[src/rtl/mem_mailbox_monitor.sv]
// Passive mailbox snooper: latches the byte-swapped software verdict, runs a boot watchdog and reports a sticky result.
// Latency: one cycle after the accepting edge, with every output registered. Backpressure: none; it only observes and never drives the bus.
module mem_mailbox_monitor #(
  parameter logic [31:0] P_MAILBOX_BASE = 32'h0002_0000,
  parameter logic [31:0] P_TIMEOUT      = 32'd750000
) (
  input  logic        iCLOCK,
  input  logic        inRESET,
  input  logic        iMEMORY_REQ,
  input  logic        iMEMORY_LOCK,
  input  logic [1:0]  iMEMORY_ORDER,
  input  logic        iMEMORY_RW,
  input  logic [31:0] iMEMORY_ADDR,
  input  logic [31:0] iMEMORY_DATA,
  output logic        oDONE,
  output logic        oPASS,
  output logic        oTIMEOUT,
  output logic [31:0] oWRONG_TYPE,
  output logic [31:0] oWRONG_INDEX,
  output logic [31:0] oRESULT,
  output logic [31:0] oEXPECT,
  output logic [15:0] oWRITE_COUNT
);

  typedef enum logic [1:0] {ST_RUN, ST_PASS, ST_FAIL, ST_TIMEOUT} state_t;

  state_t      state_q, state_d;
  logic        flag_q, flag_d;
  logic [31:0] wtype_q, wtype_d;
  logic [31:0] windex_q, windex_d;
  logic [31:0] result_q, result_d;
  logic [31:0] expect_q, expect_d;
  logic [31:0] wd_cnt_q, wd_cnt_d;
  logic [15:0] wcount_q, wcount_d;

  logic        wr_acc;
  logic        mb_hit;
  logic        fin_hit;
  logic        wd_expire;
  logic [31:0] swapped;

  // Software writes little-endian words; the bus presents them byte-reversed.
  assign swapped = {iMEMORY_DATA[7:0], iMEMORY_DATA[15:8],
                    iMEMORY_DATA[23:16], iMEMORY_DATA[31:24]};

  always_comb begin
    state_d   = state_q;
    flag_d    = flag_q;
    wtype_d   = wtype_q;
    windex_d  = windex_q;
    result_d  = result_q;
    expect_d  = expect_q;
    wd_cnt_d  = wd_cnt_q;
    wcount_d  = wcount_q;
    mb_hit    = 1'b1;
    fin_hit   = 1'b0;

    wr_acc    = iMEMORY_REQ & ~iMEMORY_LOCK & (iMEMORY_ORDER == 2'h2) & iMEMORY_RW;
    wd_expire = (P_TIMEOUT != 32'd0) && (wd_cnt_q == P_TIMEOUT - 32'd1);

    case (iMEMORY_ADDR)
      P_MAILBOX_BASE + 32'h00: if (wr_acc) flag_d   = iMEMORY_DATA[24];
      P_MAILBOX_BASE + 32'h04: fin_hit = wr_acc;
      P_MAILBOX_BASE + 32'h08: if (wr_acc) wtype_d  = swapped;
      P_MAILBOX_BASE + 32'h0C: if (wr_acc) windex_d = swapped;
      P_MAILBOX_BASE + 32'h10: if (wr_acc) result_d = swapped;
      P_MAILBOX_BASE + 32'h14: if (wr_acc) expect_d = swapped;
      default:                 mb_hit = 1'b0;
    endcase

    if (state_q == ST_RUN) begin
      wd_cnt_d = wd_cnt_q + 32'd1;
      if (wr_acc && mb_hit && (wcount_q != 16'hFFFF)) begin
        wcount_d = wcount_q + 16'd1;
      end
      // A finish on the expiry cycle still reports the software verdict.
      if (fin_hit) begin
        state_d = flag_q ? ST_PASS : ST_FAIL;
      end else if (wd_expire) begin
        state_d = ST_TIMEOUT;
      end
    end else begin
      flag_d   = flag_q;
      wtype_d  = wtype_q;
      windex_d = windex_q;
      result_d = result_q;
      expect_d = expect_q;
    end
  end

  always_ff @(posedge iCLOCK or negedge inRESET) begin
    if (!inRESET) begin
      state_q  <= ST_RUN;
      flag_q   <= 1'b0;
      wtype_q  <= 32'd0;
      windex_q <= 32'd0;
      result_q <= 32'd0;
      expect_q <= 32'd0;
      wd_cnt_q <= 32'd0;
      wcount_q <= 16'd0;
    end else begin
      state_q  <= state_d;
      flag_q   <= flag_d;
      wtype_q  <= wtype_d;
      windex_q <= windex_d;
      result_q <= result_d;
      expect_q <= expect_d;
      wd_cnt_q <= wd_cnt_d;
      wcount_q <= wcount_d;
    end
  end

  assign oDONE        = (state_q != ST_RUN);
  assign oPASS        = (state_q == ST_PASS);
  assign oTIMEOUT     = (state_q == ST_TIMEOUT);
  assign oWRONG_TYPE  = wtype_q;
  assign oWRONG_INDEX = windex_q;
  assign oRESULT      = result_q;
  assign oEXPECT      = expect_q;
  assign oWRITE_COUNT = wcount_q;

endmodule
[config.mk]
export PLATFORM = sky130hd
export DESIGN_NAME = mem_mailbox_monitor
export DESIGN_NICKNAME = d
export VERILOG_FILES = /design/src/rtl/mem_mailbox_monitor.sv
export SDC_FILE = /design/constraint.sdc
export NUM_CORES = 1
export LEC_CHECK = 0
export CAP_MARGIN = 10
export CELL_PAD_IN_SITES_DETAIL_PLACEMENT = 1
export CELL_PAD_IN_SITES_GLOBAL_PLACEMENT = 2
export CORE_MARGIN = 5
export CORE_UTILIZATION = 33
export CTS_BUF_LIST = sky130_fd_sc_hd__clkbuf_4 sky130_fd_sc_hd__clkbuf_8
export CTS_CLUSTER_DIAMETER = 150
export DETAILED_ROUTE_END_ITERATION = 10
export PLACE_DENSITY = 0.82
export SYNTH_ARGS = -nofsm -noshare
export SYNTH_HDL_FRONTEND = slang
export SYNTH_SLANG_ARGS = --single-unit
[constraint.sdc]
create_clock -name iCLOCK -period 2.59 [get_ports iCLOCK]
set_clock_uncertainty 0.2 [all_clocks]
set_input_delay 0.518 -clock iCLOCK [delete_from_list [all_inputs] [get_ports iCLOCK]]
set_output_delay 0.518 -clock iCLOCK [all_outputs]
set_load 0.02 [all_outputs]
---- Word level (Yosys, flattened, before mapping) ----
Cells that the tools add are included.
storage, ports and cells
  bits in read-only memories .............. 0
  output and inout bits ................... 147
  RAM bits ................................ 0
  bits of input ports ..................... 71
  latch bits .............................. 0
  register bits after elaboration ......... 179
  memories ................................ 0
operators by class
  multiply operators ...................... 0
  equal/unequal tests ..................... 11
  magnitude comparators ................... 0
  bitwise gates (word level) .............. 4
  div/mod/pow operators ................... 0
  mux-type cells .......................... 5
  reductions and logical operators ........ 13
  add/sub/neg operators ................... 2
  shift-type cells ........................ 0
operator list
  cell                                                                number
  32-bit by 18-bit == test with 1-bit output (second input constant)  6
  32-bit by 1-bit adder with 32-bit output (second input constant)    1
  32-bit by 20-bit == test with 1-bit output (second input constant)  1
  16-bit by 1-bit adder with 16-bit output (second input constant)    1
  16-bit inequality test (second input constant)                      1
  3-bit AND reduction                                                 5
  2-bit 2-to-1 mux                                                    3
  6-bit OR reduction                                                  1
  2-bit == test (second input constant)                               2
  2-bit AND reduction                                                 2
  2-bit nonzero test                                                  2
  1-bit bitwise AND                                                   3
  2-bit by 1-bit == test with 1-bit output (second input constant)    1
  1-bit logical AND                                                   2
  2-bit zero test                                                     1
  1-bit 2-to-1 mux                                                    2
  1-bit inverter                                                      1

---- Logic depth before layout (Yosys ltp) ----
Gate-level depths: netlist (run 1).
  word-level depth ........................ 7
  mapped depth ............................ 7
  depth with buffers taken out ............ 6

---- Worst setup path after synthesis (run 1) ----
No wires, ideal clock.
  path kind ............................... input port to flip-flop
  start ................................... input iMEMORY_ADDR[26]
  end ..................................... register windex_q[10] (netlist: oWRONG_INDEX[10])
  path slack .............................. 0.151 ns
  data arrival time ....................... 2.114 ns
  cell stages on the path ................. 5
  setup time .............................. 0.125 ns
  data required time ...................... 2.265 ns
  cell sequence ........................... nor4_2 nand4_4 nor4_4 buf_6 mux2_2
on the way
  word-level cells in the longest chain between the ends .. 2
ends and longest elaborated chain
  element                                     RTL line  RTL
  start: declaration                          13        input logic [31:0] iMEMORY_ADDR,
  32-bit by 18-bit == test with 1-bit output  61        case (iMEMORY_ADDR)
  3-bit AND reduction (no line)               -
  end signal: assignment                      105       windex_q <= windex_d;
  end: declaration                            30        logic [31:0] windex_q, windex_d;
No other way between the ends.
A chain may end at the register's enable or synchronous reset.

---- Worst setup path after layout (run 1) ----
  start ................................... input iMEMORY_ADDR[17]
  end ..................................... register result_q[1] (netlist: oRESULT[1])
on the way
  word-level cells in the longest chain between the ends .. 2
ends and longest elaborated chain
  element                                     RTL line  RTL
  32-bit by 18-bit == test with 1-bit output  61
  3-bit AND reduction (no line)               -
  end signal: assignment                      106       result_q <= result_d;
  end: declaration                            31        logic [31:0] result_q, result_d;
No other way between the ends.

==> metrics.cfg, run 1 <==
[sta]
rsz0062_at_grt = false
max_slew_margin_pct = 58.7
fin_crit_ps = 2530
final_hold_viol_count = 0
drv_slew = 0
period_share_pct = 97.7
setup_tns_ps = 0
finalSetupViolCount = 0
fmax_mhz = 395
max_slew.worst_pin.slew_ps = 620

[routing]
ant_nets = 0
drtIter0Drc = 135
post_drt_wl_per_cell_um = 19.2
wl_mm = 20.3
drtPass1Iterations = 4
dr_total_vias = 5041
avgViaCountPerCell = 4.78
route.detailed.drc = 0

[power_and_ir_drop]
p_leak_nw = 5.02
power_density_nw_per_um2 = 478
peakVddDrop_uv = 284
total_power_w = 0.00504

[worst_setup_path]
worst_setup_path_start_kind = input pin
endpoint = oRESULT[1]$_DFFE_PN0P_
critical_path.max_fanout = 32
criticalPathCategory = in2reg
cp.arrival_ps = 2670
required_ps = 2730
rr_worst_depth = 5
regToRegEndpoint = wd_cnt_q[21]$_DFFE_PN0P_
ff2ff_setup_slack_ps = 350
cp-end-kind = flop
worstReg2RegStart = wd_cnt_q[10]$_DFFE_PN0P_
startpoint = iMEMORY_ADDR[17]

[clocking]
clock_sinks = 179
clock_path_buffers = 2
htree_num_levels = 4
cts.clk_slew.worst_paths_ps = 100
clk_latency_ps = 450
cts_buffers = 17
clock-root-buffer = clkbuf_8
cts_tree = yes

[synth]
synth.distinct_cells = 36
synth_top_cells_by_area = dfrtp_1 60%, mux2_1 15%, mux2_2 4.5%
ys_top_cells_by_count = 179 x dfrtp_1, 101 x mux2_1, 30 x mux2_2
synth.most_common_cell = dfrtp_1
ys_seq_elements = 179
yosys_most_used_dff = dfrtp_1
synthCells = 508
seq_area_frac_synth_pct = 60.2
synth_nets = 581
async_flop_share_pct = 100
yosys_warnings = 0
yosys.area.top_type = dfrtp_1
synth_area_um2 = 7440
synth_edf_count = 0
syn_avg_cell_area_um2 = 14.6
synth_top_area_share_pct = 60.2

[finish]
layout-drive-gt1-share_pct = 13.7
nNetsFinal = 829
layout.cells.non_filler = 1054
fillers = 2283
area_delta_synth_final_pct = 41.6
multiInputGateArea_um2 = 2790
diodes = 0
seqCellArea_um2 = 4480

[global_routing]
antenna_found_initial = 2
grt_max_degree = 62
overflow = 0
gr-usage-all-layers_pct = 16.5
grt_pass1_wl_mm = 33.7
grt_pass1_vias = 5888

[floorplanning]
die-width_um = 160
die_h_um = 160
die-area_um2 = 25600
rows = 55
initial_core_util_pct = 33.2
io_pins = 218
core_area_um2 = 22400

[place]
hpwlAfterDp_mm = 15.1
port_buffers = 217
dp_cells = 1021
gp_congestion = 0.793

[run]
drv_cap = 0

[outcome]
status = complete, no violations

[worst_hold_path]
hold_path_class = reg2reg
worstHoldPathCells = 1

==> power by group <==
part	switching, W	internal [W]	total (W)	leakage, nW
logic	0.000110	0.000121	0.000230	2.32
registers	0.00000000000000602	0.00279	0.00279	2.49
clock network	0.00110	0.000917	0.00201	0.204
total	0.00121	0.00383	0.00504	5.02
==> cell usage in the layout (no fill, tap or decap), types with 3 or more instances in the layout <==
cell / instances
clkdlybuf4s50_1: 215
dfrtp_1: 179
mux2_1: 101
mux2_2: 30
xnor2_1: 29
nand3_1: 20
nor2_1: 19
buf_4: 19
clkbuf_8: 18
xor2_1: 17
nand2_1: 16
and3_1: 14
nand4_1: 12
nor4_1: 7
buf_12: 7
inv_1: 6
nor4_2: 5
and2_1: 5
nor4_4: 4
nor2b_1: 4
and4_1: 4
inv_8: 4
clkinvlp_4: 3
==> flip-flops by register name (all words and copies together), names as in the netlist <==
register      count
oEXPECT          32
oRESULT          32
oWRONG_INDEX     32
oWRONG_TYPE      32
wd_cnt_q         32
oWRITE_COUNT     16
state_q           2
flag_q            1
==> worst min-delay path by stage <==
| stage | start | endpoint | slack [ps] |
|---|---|---|---|
| final | wd_cnt_q[14]$_DFFE_PN0P_ | wd_cnt_q[14]$_DFFE_PN0P_ | 280 |
| after global routing | wd_cnt_q[14]$_DFFE_PN0P_ | wd_cnt_q[14]$_DFFE_PN0P_ | 300 |
| after CTS | wd_cnt_q[14]$_DFFE_PN0P_ | wd_cnt_q[14]$_DFFE_PN0P_ | 290 |
| after detailed placement | wd_cnt_q[14]$_DFFE_PN0P_ | wd_cnt_q[14]$_DFFE_PN0P_ | 270 |
| after global placement | wd_cnt_q[14]$_DFFE_PN0P_ | wd_cnt_q[14]$_DFFE_PN0P_ | 260 |
| after floorplan | inRESET | flag_q$_DFFE_PN0P_ | 20 |
==> logic make-up after synthesis <==
| logic type | Yosys count | synth area share (%) |
|---|---|---|
| buf+inv | 21 | 2.32 |
| compound gates | 6 | 0.774 |
| xor+xnor | 46 | 5.42 |
| fa+ha+maj | 2 | 0.336 |
| simple gates | 123 | 11.1 |
| mux | 131 | 19.8 |
| flops | 179 | 60.2 |
==> timing repair <==
action,CTS,global route
hold buffers,1,0
setup endpoints to repair,1,2
hold endpoints to repair,55,0
resized for setup,1,1
buffers inserted,0,0
pin swaps,0,0
==> worst max-delay path, cell delays in order <==
cell,delay [ps]
clkdlybuf4s50_1,490
nor4b_2,320
buf_4,190
nand3_4,170
nor4_4,320
buf_12,250
mux2_2,360
==> per-stage QoR <==
stage               hold WS (ps)  area, um2  setup slack [ps]  utilization, %
floorplan                   22.4       7440               151               -
global placement             259      10100              -398            45.0
CTS                          287      10500              59.0            46.9
global route                 296      10500              10.6            46.9
finish                       282      10500              59.1            46.9
detailed placement           270      10100              -461            45.0
==> layer usage <==
metal / share of wire [%] / vias to the layer above / track usage, %
li1: - / 2296 / -
met1: 43 / 2597 / 20.1
met2: 50 / 126 / 28.2
met3: 6.0 / 18 / 5.52
met4: 1.1 / 4 / 4.46
met5: 0.16 / - / 0
==> layout make-up <==
cell class                 count  area share (%)
clock inverter                14            1.59
clock buffer                  18            2.35
sequential                   179            42.5
inverter                       6           0.214
tap                          285            3.39
multi-input combinational    308            26.5
timing repair buffer         244            23.4
Note: power is estimated with default switching activity, not from simulation.
==> inputs of run 2 (changes only) <==
- CTS_CLUSTER_SIZE: not set -> 12
==> results of run 2 <==
Same layout as run 1: the final DEF is identical, and so are final timing and power.
==> inputs of run 3 (changes only) <==
- CORE_ASPECT_RATIO: not set -> 1.75
==> metrics.cfg, run 3 (same netlist as run 1, synthesis figures left out) <==
[outcome]
status = complete, no violations  ; unchanged

[worst_hold_path]
min-delay-start = wd_cnt_q[14]$_DFFE_PN0P_  ; unchanged
hold_path_class = reg2reg  ; unchanged

[clocking]
clock_path_buffers = 2  ; unchanged
clk_latency_ps = 470  ; was 450 ps
cts_setup_buffers = 0  ; unchanged
clock_sinks = 179  ; unchanged
cts.clk_slew.worst_paths_ps = 90  ; was 100 ps
cts_buffers = 17  ; unchanged
htree_num_levels = 4  ; unchanged
cts_tree = yes  ; unchanged
clock-root-buffer = clkbuf_8  ; unchanged

[place]
gp_congestion = 0.792  ; was 0.793
hpwlAfterDp_mm = 16.4  ; was 15.1 mm
port_buffers = 217  ; unchanged

[power_and_ir_drop]
peakVddDrop_uv = 349  ; was 284 uV
p_leak_nw = 5.01  ; was 5.02 nW
power_density_nw_per_um2 = 474  ; was 478 nW/um2
total_power_w = 0.00498  ; was 0.00504 W

[worst_setup_path]
cpPeakStageDelay_ps = 420  ; was 490 ps
cp-end-kind = flop  ; unchanged
cp.arrival_ps = 2650  ; was 2670 ps
worstReg2RegStart = state_q[0]$_DFFE_PN0P_  ; was wd_cnt_q[10]$_DFFE_PN0P_
startpoint = iMEMORY_ADDR[25]  ; was iMEMORY_ADDR[17]
crit_slowest_cell = clkdlybuf4s50_1  ; unchanged
worst_setup_path_start_kind = input pin  ; unchanged
cp_cell_sequence = clkdlybuf4s50_1 -> nor4_2 -> nand4_4 -> nor4_4 -> buf_12 -> mux2_2  ; was clkdlybuf4s50_1 -> nor4b_2 -> buf_4 -> nand3_4 -> nor4_4 -> buf_12 -> mux2_2
critical_path.max_fanout = 32  ; unchanged
required_ps = 2730  ; about the same
criticalPathCategory = in2reg  ; unchanged

[sta]
period_share_pct = 96.7  ; was 97.7%
fmax_mhz = 399  ; was 395 MHz
rsz0062_at_grt = false  ; unchanged
finalSetupViolCount = 0  ; unchanged
max_slew.worst_pin.slew_ps = 634  ; was 620 ps
final_hold_viol_count = 0  ; unchanged
drv_slew = 0  ; unchanged
fin_crit_ps = 2500  ; was 2530 ps
holdWs_ps = 278  ; was 282 ps
max_slew_margin_pct = 57.8  ; was 58.7%

[floorplanning]
io_pins = 218  ; unchanged
die_h_um = 209  ; was 160 um
core_area_um2 = 22200  ; was 22400 um2
initial_core_util_pct = 33.6  ; was 33.2%
rows = 72  ; was 55
die-area_um2 = 25800  ; was 25600 um2
die-width_um = 123  ; was 160 um

[finish]
layout-drive-gt1-share_pct = 13.5  ; was 13.7%
area_delta_synth_final_pct = 41.3  ; was 41.6%
mostFrequentLayoutCells = 213 x clkdlybuf4s50_1, 178 x dfrtp_1, 101 x mux2_1  ; was 215 x clkdlybuf4s50_1, 179 x dfrtp_1, 101 x mux2_1
final_util_pct = 47.4  ; was 46.9%
nNetsFinal = 825  ; was 829
final_common_cell = clkdlybuf4s50_1  ; unchanged
fillers = 2334  ; was 2283

[global_routing]
grt_pass1_vias = 6130  ; was 5888
overflow = 0  ; unchanged
grt_max_degree = 60  ; was 62
grt_pass1_wl_mm = 34.3  ; was 33.7 mm
gr-usage-all-layers_pct = 17.4  ; was 16.5%
antenna_found_initial = 2  ; unchanged

[routing]
wl_met2_mm = 12.5  ; was 10.1 mm
post_drt_wl_per_cell_um = 20.4  ; was 19.2 um
highest_layer = met4  ; was met5
drt-met1-wl_mm = 7.11  ; was 8.66 mm
drtIter0Drc = 129  ; was 135
avgViaCountPerCell = 4.82  ; was 4.78
route.detailed.drc = 0  ; unchanged
dr_total_vias = 5128  ; was 5041
wl_mm = 21.7  ; was 20.3 mm
ant_nets = 0  ; unchanged
drtPass1Iterations = 4  ; unchanged
dr_wl_met3_mm = 1.24  ; was 1.21 mm

[run]
drv_cap = 0  ; unchanged

==> run 3: cell count changes in the layout (fill, tap and decap cells not counted), moves of 2 or more <==
cell | previous run | this run
clkdlybuf4s50_1 | 215 | 213
buf_4 | 19 | 16
diode_2 | 0 | 2
inv_6 | 2 | 5
dlymetal6s2s_1 | 0 | 2
inv_8 | 4 | 2
==> run 3: layout make-up <==
class                      count  area (um2)  area share [%]
antenna                        2        5.00          0.0476
multi-input combinational    308        2790            26.6
clock buffer                  17         234            2.23
sequential                   179        4480            42.7
clock inverter                15         173            1.64
inverter                       6        22.5           0.214
timing repair buffer         240        2430            23.1
tap                          296         370            3.53
==> run 3: power by group <==
group | total [W] | switching (W) | internal (W)
logic | 0.000223 | 0.000108 | 0.000115
clock network | 0.00197 | 0.00108 | 0.000887
registers | 0.00279 | 0.00000000000000645 | 0.00279
total | 0.00498 | 0.00119 | 0.00379
==> run 3: through the flow <==
stage | setup TNS, ps | cell area (um2) | setup slack, ps | cells
6_report | 0 | 10500 | 85.9 | 1063
5_1_grt | 0 | 10500 | 0.747 | 1063
4_1_cts | 0 | 10500 | 15.3 | 1061
3_5_place_dp | -59730 | 10100 | -446 | 1028
3_3_place_gp | -48810 | 10100 | -369 | 1028
2_1_floorplan | 0 | 7440 | 151 | 508
==> run 3: worst paths after layout <==
path,endpoint,slack [ps],depth (start not counted)
max reg2reg,wd_cnt_q[30]$_DFFE_PN0P_,390,5
min in group asynchronous,oWRITE_COUNT[2]$_DFFE_PN0P_,410,2
min reg2reg,wd_cnt_q[14]$_DFFE_PN0P_,280,1
max in group asynchronous,oWRONG_TYPE[23]$_DFFE_PN0P_,1080,3
max,oRESULT[31]$_DFFE_PN0P_,90,6
min,wd_cnt_q[14]$_DFFE_PN0P_,280,1
==> run 3: worst max-delay path, delay by kind of cell <==
kind / cells / cell delay (ps)
multiplexers: 1 / 370
buffers and inverters: 2 / 700
AND/OR/NAND/NOR: 3 / 1040
==> run 3: routing by layer <==
layer,vias to the layer above,track usage (%)
li1,2284,-
met1,2646,16.5
met2,158,33.6
met3,40,4.57
met4,0,7.65
met5,-,0
==> run 3: what timing repair did <==
item / CTS / global route
setup endpoints to repair: 1 / 2
hold endpoints to repair: 55 / 0
hold buffers: 1 / 0
gates resized for setup: 3 / 3
